==> config.mk <==
export PLATFORM = sky130hd
export DESIGN_NAME = serial_mag_comp
export DESIGN_NICKNAME = d
export VERILOG_FILES = /design/src/rtl/serial_mag_comp.sv
export SDC_FILE = /design/constraint.sdc
export NUM_CORES = 1
export LEC_CHECK = 0
export CORE_ASPECT_RATIO = 0.6
export CORE_UTILIZATION = 30
export DETAILED_ROUTE_END_ITERATION = 7
export GPL_TIMING_DRIVEN = 0
export PLACE_DENSITY_LB_ADDON = 0.12
export SYNTH_ARGS = -nofsm -noshare
export SYNTH_HDL_FRONTEND = slang
export SYNTH_SLANG_ARGS = --single-unit
export TNS_END_PERCENT = 50
==> constraint.sdc <==
create_clock -name clk -period 1.3 [get_ports clk]
set_input_delay 0.26 -clock clk [delete_from_list [all_inputs] [get_ports clk]]
set_output_delay 0.26 -clock clk [all_outputs]
set_load 0.005 [all_outputs]
==> src/rtl/serial_mag_comp.sv <==
// Serial N-bit magnitude comparator: one 2-bit cascade slice per cycle, MSB slice first.
// Latency: start accepted at edge 0, done pulse and EQ/GT/LT valid after edge WIDTH/2.
// Backpressure: none; start is ignored while busy, and accepted in the done cycle for gapless reuse.

// 2-bit cascade slice. A decision from a more significant slice (eq1=0) passes
// straight through. Otherwise this slice compares its own pair of bits.
module mag_slice2 (
   input  logic [1:0] a_i,
   input  logic [1:0] b_i,
   input  logic       eq1_i,
   input  logic       gt1_i,
   output logic       eq0_o,
   output logic       gt0_o
);

   // Pure cascade rule; (eq1,gt1)=(1,1) never arrives from upstream.
   always_comb begin
      eq0_o = 1'b0;
      gt0_o = gt1_i;
      if (eq1_i) begin
         eq0_o = (a_i == b_i);
         gt0_o = (a_i > b_i);
      end
   end

endmodule

module serial_mag_comp #(
   parameter int WIDTH = 8   // even, >= 2
) (
   input  logic             clk,
   input  logic             rst,
   input  logic             start,
   input  logic [WIDTH-1:0] A_in,
   input  logic [WIDTH-1:0] B_in,
   output logic             busy,
   output logic             done,
   output logic             EQ,
   output logic             GT,
   output logic             LT
);

   localparam int NSLICE = WIDTH / 2;
   localparam int IW     = (NSLICE > 1) ? $clog2(NSLICE) : 1;

   typedef enum logic {
      S_IDLE,
      S_RUN
   } state_t;

   state_t           state_q;
   logic [WIDTH-1:0] a_q;
   logic [WIDTH-1:0] b_q;
   logic [IW-1:0]    idx_q;
   logic             eq_acc_q;
   logic             gt_acc_q;
   logic             busy_q;
   logic             done_q;
   logic             eq_q;
   logic             gt_q;
   logic             lt_q;

   // Slice outputs are the next cascade state.
   logic             eq_acc_d;
   logic             gt_acc_d;

   // Operands are shifted left each cycle, so the slice under test is always
   // the top two bits; idx_q only counts how many slices remain.
   mag_slice2 u_slice (
      .a_i   (a_q[WIDTH-1 -: 2]),
      .b_i   (b_q[WIDTH-1 -: 2]),
      .eq1_i (eq_acc_q),
      .gt1_i (gt_acc_q),
      .eq0_o (eq_acc_d),
      .gt0_o (gt_acc_d)
   );

   // Control FSM, operand shifter, cascade state and registered results.
   always_ff @(posedge clk) begin
      if (rst) begin
         state_q  <= S_IDLE;
         a_q      <= '0;
         b_q      <= '0;
         idx_q    <= '0;
         eq_acc_q <= 1'b1;
         gt_acc_q <= 1'b0;
         busy_q   <= 1'b0;
         done_q   <= 1'b0;
         eq_q     <= 1'b0;
         gt_q     <= 1'b0;
         lt_q     <= 1'b0;
      end else begin
         done_q <= 1'b0;
         case (state_q)
            S_IDLE: begin
               if (start) begin
                  a_q      <= A_in;
                  b_q      <= B_in;
                  eq_acc_q <= 1'b1;
                  gt_acc_q <= 1'b0;
                  idx_q    <= IW'(NSLICE - 1);
                  busy_q   <= 1'b1;
                  state_q  <= S_RUN;
               end
            end
            S_RUN: begin
               a_q      <= a_q << 2;
               b_q      <= b_q << 2;
               eq_acc_q <= eq_acc_d;
               gt_acc_q <= gt_acc_d;
               // No early exit: the last slice always closes the operation,
               // keeping latency independent of the operand values.
               if (idx_q == '0) begin
                  eq_q    <= eq_acc_d;
                  gt_q    <= gt_acc_d & ~eq_acc_d;
                  lt_q    <= ~eq_acc_d & ~gt_acc_d;
                  done_q  <= 1'b1;
                  busy_q  <= 1'b0;
                  state_q <= S_IDLE;
               end else begin
                  idx_q <= idx_q - IW'(1);
               end
            end
            default: state_q <= S_IDLE;
         endcase
      end
   end

   assign busy = busy_q;
   assign done = done_q;
   assign EQ   = eq_q;
   assign GT   = gt_q;
   assign LT   = lt_q;

endmodule

# --- Word-level counts from Yosys, hierarchy flattened ---
# Index checks and enable logic that the tools add are counted.
word_totals:
  reg_bits: 26
  output_inout_bits: 5
  elab_cells: 46
  in_bits: 19
classes:
  order_cmp: 1
  bitwise_logic: 5
  n_eq_ne: 4
  n_reduce_logical: 5
  addsub: 1
  muxes: 19
op_table:
  columns: ["operator", "n"]
  rows:
  - ["$pmux W8 S2", 2]
  - ["$mux W8", 2]
  - ["$mux W1", 8]
  - ["$pmux W1 S2", 4]
  - ["$reduce_and A2 Y1", 3]
  - ["$mux W2", 2]
  - ["$ne A2 B2 Y1 const B", 2]
  - ["$pmux W2 S2", 1]
  - ["$not A1 Y1", 3]
  - ["$and A1 B1 Y1", 2]
  - ["$eq A2 B2 Y1", 1]
  - ["$gt A2 B2 Y1", 1]
  - ["$logic_not A2 Y1", 1]
  - ["$ne A2 B1 Y1 const B", 1]
  - ["$reduce_or A2 Y1", 1]
  - ["$sub A2 B1 Y2 const B", 1]

# --- Logic depth before layout (Yosys ltp) ---
# Gate-level depths: netlist of run 1.
depth:
  ltp_word: 4
  ltp_mapped: 5

# --- By module ---
# From an unflattened synthesis of run 1, not the netlist that was laid out.
unflattened:
  cells_unflattened: 120
  hier_area_um2: 1255.0
by_module_without_submodules:
  columns: ["mod", "instances", "area_each_um2", "cells_each"]
  rows:
  - ["serial_mag_comp", 1, 1179.9, 109]
  - ["mag_slice2", 1, 75.1, 11]

# --- Least setup slack after synthesis of run 1 ---
# No wires, ideal clock.
synth_path:
  kind: "register to register"
  startpoint: "register b_q[7]"
  endpoint: "register gt_q (netlist: GT)"
  synth_period_minus_slack_ns: 1.186
  path_slack_ns: 0.114
  path_stages_with_launch: 6
  setup_time_ns: 0.117
  path_buffers: 0
  required_time_ns: 1.183
  arrival_ns: 1.069
  cell_sequence: "dfxtp_1 inv_1 ha_1 and3_1 nor3_1 a32o_1"
synth_via:
  elab_chain_cells: 4
  word_cells_on_any_way: 6
  cone_classes: "order compare (1); eq/ne (1); mux (2); bitwise (2)"
synth_rtl:
  columns: ["element", "line_no", "rtl"]
  rows:
  - ["start: declaration", "53", "logic [WIDTH-1:0] b_q;"]
  - ["start signal: assignment", "98", "b_q <= B_in;"]
  - ["start signal: assignment", "108", "b_q <= b_q << 2;"]
  - ["branches (longest 3 deep; another with $gt A2 B2 Y1)", null, null]
  - ["$and A1 B1 Y1 *", "115", "gt_q <= gt_acc_d & ~eq_acc_d;"]
  - ["end signal: assignment", "115", null]
  - ["end: declaration", "60", "logic gt_q;"]
# Mark *: on every way between the ends.
# A chain may end at the register's enable or synchronous reset.

# --- Worst setup path after layout of run 1 ---
# Same ends and word-level chain as after synthesis.

==> qor.csv, run 1 <==
stage,metric,value,unit
status,status,"finished, final reports clean",
clocking,insertion_delay,0.26,ns
grt,grtUsageMet3,0.0476,
clocking,numClockSinks,26,
grt,grt_pass1_wl,4170,um
setup_path,rrSetupSlack,0.06,ns
placed_design,portBuffers,21,
layout,num_antenna_cells,0,
sta,slew-limit-headroom,0.831,
worst_hold_path,hold_end,idx_q[0]$_SDFFE_PP0P_,
route,postRouteAntennaNets,0,
grt,grt-ovfl-total,0,
route,avgViaCountPerCell,4.63,
layout,top_regs,"a_q (8), b_q (8), idx_q (2)",
synth,avgSynthCellArea,11.0,sq um
synth,synth_top_area_cell,dfxtp_1,
route,drc,0,
sta,setup_viol,0,
setup_path,crit_arrival,1.40,ns
placed_design,dp_hpwl,1790,um
placed_design,gp_congestion,0.719,
power_and_ir_drop,irDropWorstVdd,391,uV
floorplanning,core,3830,sq um
floorplanning,boundaryPins,24,
synth,synth_edf_count,0,
sta,hold_violations,0,
setup_path,worstPathRequired,1.46,ns
synth,synthFlopType,dfxtp_1,
synth,synth.distinct_cells,27,
worst_hold_path,whs_path_depth,2,
synth,ys_seq_area_frac,0.417,
setup_path,r2r_start,b_q[7]$_SDFFE_PP0P_,
clocking,path_clk_slew,0.08,ns
setup_path,worst_path_largest_cell_delay,0.34,ns
sta,worstMarginPinSlew,0.254,ns
synth,syn-cell-area,1250,sq um
layout,syn_to_final_growth,27.0,%
clocking,cts_setup_buffers,0,
route,detail_route.wl_per_cell,13.3,um
setup_path,start_kind,register,
setup_path,r2r_end,GT$_SDFFE_PP0P_,
grt,grt_max_degree,14,
clocking,ctsLongestPathBuffers,2,
clocking,cts.htree.levels,1,
layout,nets,162,
grt,grt-busiest-layer,met2,
grt,grt_antenna_before_repair,0,
grt,grt_use_met2,0.187,
worst_hold_path,holdCritPathClass,input pin to register,
job,cap_viol_max_count,0,
synth,synth_seq_cells,26,
clocking,tritoncts,done,
floorplanning,start_util,0.326,
synth,synthCells,114,
route,vias,857,
clocking,postCtsHoldBufs,0,
setup_path,path_cells,inv_1 -> ha_1 -> and3_4 -> nor3_2 -> a32o_1,
synth,synth_top_area_share,0.417,
worst_hold_path,hold_start,rst,
floorplanning,dieArea,4430,sq um
floorplanning,rows,17,
sta,finalCritPeriodShare,0.953,
setup_path,r2r_cells,5,
route,first_iter_violations,34,
synth,yosys-top-cells-count,"dfxtp_1, nor2_1, mux2i_1",
setup_path,worstSetupEndpointType,register,
power_and_ir_drop,power_density,1090,nW/um^2
setup_path,critical_path.max_fanout,4,
sta,layout_min_cycle_time,1.24,ns
power_and_ir_drop,power.leakage,0.682,nW
layout,fin_area,1590,sq um
sta,fin_worst_skew,0.00372,ns
grt,grt_use_total,0.127,
route,wl,2460,um
floorplanning,die_w,85.3,um
setup_path,crit_slowest_cell,dfxtp_2,
floorplanning,die-height,52.0,um
route,dr.pass1.iters,4,
synth,synth_nets,136,
clocking,root_buffer,clkbuf_8,
placed_design,place_area,1520,sq um
grt,grt_pass1_vias,855,
setup_path,crit_type,register to register,
layout,final_layout_size_suffix_gt1_frac,0.275,
clocking,numCtsBuffers,3,
synth,yosysMostFrequentCell,dfxtp_1,
synth,synth.area.top_cells,"dfxtp_1, mux2_4, mux2i_1",
synth,async_flop_share,0,
power_and_ir_drop,power.total,1.73,mW
synth,yosysWarningCount,0,
sta,slew_viol_final,0,
sta,fmax,807,MHz
grt,global_route.usage.met1,0.173,
## report_power, final
part / switching, mW / total, mW / leakage [nW] / internal, mW
Sequential: 0.0301 / 0.887 / 0.216 / 0.857
Clock: 0.235 / 0.442 / 0.0216 / 0.207
Combinational: 0.176 / 0.400 / 0.445 / 0.223
Total: 0.442 / 1.73 / 0.682 / 1.29
## final cells by class
class	count	area [sq um]
fillers	375	2240
multi-input cells	74	658
flip-flops and latches	26	527
repair buffers	21	204
plain buffers	8	73.8
well taps	47	58.8
clock buffers	3	41.3
inverters	6	22.5
## worst max-delay path by stage
stage	startpoint	endpoint	slack [ns]
after floorplan	b_q[7]$_SDFFE_PP0P_	GT$_SDFFE_PP0P_	0.11
after global placement	b_q[7]$_SDFFE_PP0P_	GT$_SDFFE_PP0P_	0.03
after detailed placement	b_q[7]$_SDFFE_PP0P_	gt_acc_q$_SDFFE_PP0P_	-0.002
after CTS	a_q[6]$_SDFFE_PP0P_	eq_acc_q$_SDFFE_PP1P_	0.01
after global routing	a_q[6]$_SDFFE_PP0P_	GT$_SDFFE_PP0P_	-0.01
final	b_q[7]$_SDFFE_PP0P_	GT$_SDFFE_PP0P_	0.06
## critical path: cells and delay by family, from the launching register on
family	cells	cell delay, ns
buf+inv	1	0.04
fa+ha+maj	1	0.28
compound gates	1	0.21
simple gates	2	0.26
flops	1	0.34
## cells by family (layout without fill, tap and decap cells)
kind of cell,after synthesis,in the layout,synth area share
flip-flops,26,26,0.417
buffers and inverters,14,38,0.0772
adder cells (fa/ha/maj),3,3,0.0301
AO/OA/AOI/OAI,10,10,0.0691
multiplexers,28,28,0.273
AND/OR/NAND/NOR,33,33,0.134
## cell usage in the layout, fill, tap and decap left out, types with 2 or more instances in the layout
master            n
mux2_4           12
nor2_1           17
clkbuf_8          3
dfxtp_2           5
mux2i_1          16
inv_1             6
dlygate4sd2_1     5
dfxtp_1          21
buf_2             4
nand3_1           2
clkdlybuf4s50_1  16
buf_6             3
nor2b_1           2
ha_1              2
a21oi_1           2
nor3_1            4
## repair_timing
action	CTS	global route
pin swaps	0	1
endpoints found under the setup margin	7	7
endpoints found under the hold margin	0	0
gates resized for setup	10	7
## stage by stage
| step | hold WS [ns] | setup TNS (ns) | cells | util | setup slack [ns] |
|---|---|---|---|---|---|
| final | 0.298 | 0 | 185 | 0.414 | 0.0605 |
| after global routing | 0.310 | -0.0115 | 185 | 0.414 | -0.0115 |
| after CTS | 0.278 | 0 | 185 | 0.407 | 0.0123 |
| after detailed placement | 0.458 | -0.00168 | 182 | 0.396 | -0.00168 |
| after global placement | 0.454 | 0 | 182 | 0.396 | 0.0340 |
| after floorplan | 0.453 | 0 | 114 | - | 0.114 |
## metal layers
| layer | up-vias | share of wire |
|---|---|---|
| li1 | 442 | - |
| met1 | 399 | 0.53 |
| met2 | 14 | 0.42 |
| met3 | 2 | 0.048 |
| met4 | 0 | 0.0029 |
| met5 | - | 0 |
Note: power is estimated with default switching activity, not from simulation.
==> run 2, diff against run 1 <==
Settings changed: SYNTH_HIERARCHICAL from default to 1.
Clock period 1.3 ns to 1.35 ns, I/O delays scaled along.
==> run 2 against run 1 <==
Net effect:
- setup slack better by 0.025 ns
- wire length is 1.4% higher
- clock skew is 0.0037 ns higher
- sequential cell count stayed put
- synthesized cell count is 5.3% higher
- via count is 2.8% higher
- largest cell class unchanged
==> qor.csv, run 2 <==
stage,metric,value,unit
status,status,"finished, final reports clean",
job,cap_viol_max_count,0,
synth,avgSynthCellArea,10.5,sq um
floorplanning,boundaryPins,24,
synth,synthFlopType,dfxtp_1,
grt,grtUsageMet3,0.0492,
synth,async_flop_share,0,
floorplanning,die-height,52.1,um
worst_hold_path,whs_path_depth,2,
sta,fin_worst_skew,0.00739,ns
clocking,tritoncts,done,
synth,synth.distinct_cells,26,
synth,yosys-top-cells-count,"dfxtp_1, nor2_1, mux2i_1",
power_and_ir_drop,power_density,1160,nW/um^2
worst_hold_path,hold_start,rst,
synth,synth_seq_cells,26,
setup_path,worstSetupEndpointType,register,
sta,rsz0062_at_grt,true,
layout,nFillCells,386,
route,first_iter_violations,20,
route,postRouteAntennaNets,0,
sta,fmax,791,MHz
clocking,postCtsHoldBufs,0,
sta,hold_violations,0,
clocking,path_clk_slew,0.09,ns
grt,global_route.usage.met1,0.167,
synth,synth_top_area_cell,dfxtp_1,
sta,slew-limit-headroom,0.675,
setup_path,cp-startpoint,b_q[7]$_SDFFE_PP0P_,
placed_design,gp_congestion,0.705,
grt,grt_use_met2,0.203,
setup_path,crit_type,register to register,
grt,grt_pass1_wl,4240,um
power_and_ir_drop,irDropWorstVdd,401,uV
route,wl,2490,um
clocking,numClockSinks,26,
synth,yosysMostFrequentCell,dfxtp_1,
synth,synthCells,120,
layout,utilization,0.427,
sta,finalCritPeriodShare,0.937,
setup_path,start_kind,register,
placed_design,dp_hpwl,1830,um
synth,synth.area.top_cells,"dfxtp_1, mux2_4, mux2i_1",
synth,ys_seq_area_frac,0.415,
grt,grt_antenna_before_repair,0,
layout,multi_input_area,679,sq um
layout,final_cell_mix,"dfxtp_1, mux2i_1, nor2_1",
worst_hold_path,holdCritPathClass,input pin to register,
route,vias,881,
synth,synth_edf_count,0,
setup_path,r2r_start,b_q[7]$_SDFFE_PP0P_,
placed_design,post-place-ws,-0.00722,ns
grt,grt_use_total,0.129,
route,avgViaCountPerCell,4.56,
clocking,numCtsBuffers,3,
floorplanning,die_w,85.5,um
grt,grt-busiest-layer,met2,
sta,setup_viol,0,
floorplanning,core,3830,sq um
setup_path,r2r_cells,8,
synth,yosysWarningCount,6,
synth,synth_top_area_share,0.415,
sta,setup_ws,0.0853,ns
clocking,root_buffer,clkbuf_8,
layout,syn_to_final_growth,30.4,%
sta,worstMarginPinSlew,0.488,ns
layout,nets,170,
synth,synth_nets,143,
power_and_ir_drop,power.leakage,0.702,nW
route,dr.pass1.iters,2,
grt,grt-ovfl-total,0,
placed_design,portBuffers,21,
sta,slew_viol_final,0,
layout,final_layout_size_suffix_gt1_frac,0.288,
grt,grt_pass1_vias,859,
clocking,ctsLongestPathBuffers,2,
setup_path,crit_arrival,1.41,ns
sta,hold_ws,0.264,ns
sta,layout_min_cycle_time,1.26,ns
layout,seq_area,531,sq um
floorplanning,dieArea,4450,sq um
route,drc,0,
setup_path,worstPathRequired,1.49,ns
clocking,cts.htree.levels,1,
layout,layout_commonest_cell,dfxtp_1,
grt,grt_max_degree,16,
floorplanning,start_util,0.328,
route,detail_route.wl_per_cell,12.9,um
synth,syn-cell-area,1250,sq um
layout,top_regs,"a_q (8), b_q (8), idx_q (2)",
layout,num_antenna_cells,0,
floorplanning,rows,17,
clocking,insertion_delay,0.27,ns
power_and_ir_drop,power.total,1.90,mW
setup_path,critical_path.max_fanout,3,
==> run 2: cells by family after synthesis <==
| group | count (synthesis) | share of synthesized area |
|---|---|---|
| AO/OA/AOI/OAI | 10 | 0.0628 |
| AND/OR/NAND/NOR | 37 | 0.136 |
| multiplexers | 29 | 0.279 |
| flip-flops | 26 | 0.415 |
| adder cells (fa/ha/maj) | 4 | 0.0399 |
| buffers and inverters | 14 | 0.0678 |
==> run 2: critical path: stages (launching register included) <==
cell and delay [ns]:
dfxtp_2 0.35, inv_2 0.04, ha_4 0.22, nand2_2 0.06
nand2_1 0.05, o22ai_2 0.17, nor2_2 0.06, mux2i_1 0.13
nor2_1 0.06
==> run 2: cell type report <==
cell class	count	share of cell area
Timing Repair Buffer	22	0.129
Inverter	6	0.0138
Buffer	8	0.0382
Tap cell	47	0.0359
Multi-Input combinational cell	80	0.415
Clock buffer	3	0.0252
Sequential cell	26	0.324
Clock inverter	1	0.0183
==> run 2: path summary, 6_finish.rpt <==
path	end	slack, ns
max	LT$_SDFFE_PP0P_	0.09
min	idx_q[0]$_SDFFE_PP0P_	0.26
max reg2reg	LT$_SDFFE_PP0P_	0.09
min reg2reg	EQ$_SDFFE_PP0P_	0.46
==> run 2: per-stage QoR <==
stage                     instance area [sq um]  instances  setup TNS (ns)
after floorplan                            1250        120               0
after global placement                     1520        188               0
after detailed placement                   1520        188        -0.00722
after CTS                                  1600        192        -0.00936
after global routing                       1640        193         -0.0136
final                                      1640        193               0
==> run 2: timing repair <==
item | CTS | global route
resized for setup | 10 | 8
buffers inserted | 0 | 1
setup endpoints to repair | 6 | 3
pin swaps | 0 | 4
cloned | 0 | 0
==> run 2: routing by layer <==
layer / vias up / routed length (um)
met3: 4 / 148
met2: 19 / 1020
li1: 458 / -
met4: 0 / 16
met5: - / 0
met1: 400 / 1300
==> run 2: report_power, final <==
group	switching (mW)	leakage, nW	internal, mW	total (mW)
sequential	0.0322	0.217	0.827	0.859
clock	0.245	0.0357	0.397	0.642
combinational	0.175	0.450	0.225	0.400
total	0.453	0.702	1.45	1.90
==> run 3, diff against run 2 <==
Settings changed: CORE_MARGIN from default to 4, CTS_CLUSTER_DIAMETER from default to 120, CTS_CLUSTER_SIZE from default to 20.
==> run 3 against run 2 <==
Net effect:
- maximum frequency up 0.41%
- global-route usage down 2.6 points
- design area down 0.69%
- highest routed layer unchanged
==> qor.csv, run 3 (synthesized netlist as in run 2, its figures left out) <==
stage,metric,value,unit
clocking,tritoncts,done,
sta,slew_viol_final,0,
route,dr.pass1.iters,2,
sta,finalCritPeriodShare,0.933,
sta,fmax,794,MHz
sta,worstMarginPinSlew,0.490,ns
sta,tns,0,ns
clocking,numClockSinks,26,
route,first_iter_violations,39,
setup_path,crit_arrival,1.41,ns
setup_path,critical_path.max_fanout,4,
placed_design,post-place-ws,0.0228,ns
grt,grt_pass1_vias,889,
job,cap_viol_max_count,0,
power_and_ir_drop,power.leakage,0.689,nW
status,status,"finished, final reports clean",
power_and_ir_drop,power_density,1060,nW/um^2
placed_design,portBuffers,21,
route,wl,2630,um
power_and_ir_drop,clock_power_share,0.260,
layout,final_layout_size_suffix_gt1_frac,0.269,
setup_path,start_kind,register,
power_and_ir_drop,p_sw,0.462,mW
power_and_ir_drop,power_frac_comb,0.240,
sta,layout_min_cycle_time,1.26,ns
route,avgViaCountPerCell,4.41,
power_and_ir_drop,p_seq_frac,0.500,
floorplanning,core,3850,sq um
clocking,cts.htree.levels,1,
grt,grt_pass1_wl,4350,um
placed_design,dp_hpwl,1870,um
layout,final_cell_mix,"dfxtp_1, nor2_1, mux2i_1",
power_and_ir_drop,irDropWorstVdd,443,uV
floorplanning,dieArea,5320,sq um
grt,grt_use_total,0.103,
sta,setup_viol,0,
route,postRouteAntennaNets,0,
grt,grt_antenna_before_repair,0,
layout,top_regs,"a_q (8), b_q (8), idx_q (2)",
route,detail_route.wl_per_cell,13.0,um
clocking,root_buffer,clkbuf_8,
placed_design,gp_congestion,0.685,
setup_path,rrSetupSlack,0.09,ns
sta,setup_ws,0.0905,ns
worst_hold_path,holdCritPathClass,input pin to register,
sta,fin_worst_skew,0.00578,ns
setup_path,path_cells,inv_1 -> ha_4 -> and3_1 -> nor2_1 -> mux2i_1 -> nor2_1,
grt,grt_max_degree,14,
floorplanning,die_w,91.5,um
clocking,insertion_delay,0.27,ns
power_and_ir_drop,p_sw_frac,0.269,
sta,rsz0062_at_grt,false,
layout,layout_commonest_cell,dfxtp_1,
clocking,ctsLongestPathBuffers,2,
clocking,path_clk_slew,0.09,ns
layout,nets,170,
setup_path,worst_path_largest_cell_delay,0.34,ns
sta,hold_violations,0,
floorplanning,die-height,58.1,um
setup_path,crit_type,register to register,
grt,grt-ovfl-total,0,
floorplanning,boundaryPins,24,
floorplanning,start_util,0.326,
setup_path,cp.buffers_inverters,1,
clocking,numCtsBuffers,3,
setup_path,cp_top_family,simple AND/OR/NAND/NOR gates,
setup_path,worstSetupEndpointType,register,
setup_path,critical_path.most_common_cell,nor2_1,
power_and_ir_drop,internal_power,1.26,mW
route,drc,0,
layout,syn_to_final_growth,29.5,%
sta,slew-limit-headroom,0.673,
layout,num_antenna_cells,0,
setup_path,worstPathRequired,1.50,ns
setup_path,crit_slowest_cell,dfxtp_2,
floorplanning,rows,17,
route,vias,891,
## run 3: cell types whose count changed in the layout (fill, tap and decap cells not counted)
| cell | before | now |
|---|---|---|
| nand2_2 | 2 | 3 |
| o22ai_4 | 0 | 1 |
| inv_2 | 1 | 0 |
| dfxtp_2 | 8 | 7 |
| nor2_1 | 17 | 18 |
| bufinv_16 | 1 | 0 |
| o22ai_2 | 1 | 0 |
| nor2_2 | 1 | 0 |
| inv_1 | 5 | 6 |
| nand2_1 | 4 | 3 |
| dfxtp_1 | 18 | 19 |
## run 3: per-stage QoR
step,power (mW),cells,hold slack (ns),instance area (sq um),util
3_3_place_gp,1.25,198,0.444,1540,0.399
3_5_place_dp,1.26,198,0.451,1540,0.399
2_1_floorplan,1.14,120,0.448,1250,-
5_1_grt,1.81,202,0.282,1630,0.422
4_1_cts,1.71,201,0.270,1580,0.409
6_report,1.72,202,0.272,1630,0.422
## run 3: routing by layer
metal | up-vias | global-route usage | part of all wire
met5 | - | 0 | 0
met3 | 2 | 0.0376 | 0.055
li1 | 459 | - | -
met1 | 413 | 0.137 | 0.51
met4 | 0 | 0.0129 | 0.0046
met2 | 17 | 0.165 | 0.43
## run 3: worst register-to-register path: cells and delay by family (launching register included)
kind	cells	cell delay, ns
flip-flops	1	0.34
buffers and inverters	1	0.06
multiplexers	1	0.12
AND/OR/NAND/NOR	3	0.35
adder cells (fa/ha/maj)	1	0.28
## run 3: final timing paths
kind | depth (start not counted) | startpoint | endpoint
worst min register to register | 2 | EQ$_SDFFE_PP0P_ | EQ$_SDFFE_PP0P_
worst min-delay path | 2 | rst | idx_q[0]$_SDFFE_PP0P_
worst max register to register | 6 | b_q[7]$_SDFFE_PP0P_ | LT$_SDFFE_PP0P_
worst max-delay path | 6 | b_q[7]$_SDFFE_PP0P_ | LT$_SDFFE_PP0P_
## run 3: power by group through the flow
| stage | registers [mW] | logic [mW] | clock network, mW |
|---|---|---|---|
| finish | 0.858 | 0.413 | 0.447 |
| global route | 0.865 | 0.456 | 0.488 |
| CTS | 0.854 | 0.387 | 0.464 |
| detailed placement | 0.871 | 0.389 | 0 |
| global placement | 0.869 | 0.383 | 0 |
| floorplan | 0.863 | 0.274 | 0 |
## run 3: repair_timing
action	CTS	global route
hold buffers	0	0
pin swaps	0	3
cloned	0	0
endpoints found under the setup margin	6	3
setup buffers	0	1
resized for setup	9	8
## run 3: cell type report
class	count	area, sq um
Sequential cell	26	529
Inverter	6	22.5
Buffer	8	62.6
Tap cell	57	71.3
Clock buffer	3	41.3
Multi-Input combinational cell	80	687
Timing Repair Buffer	22	211
Fill cell	378	2220
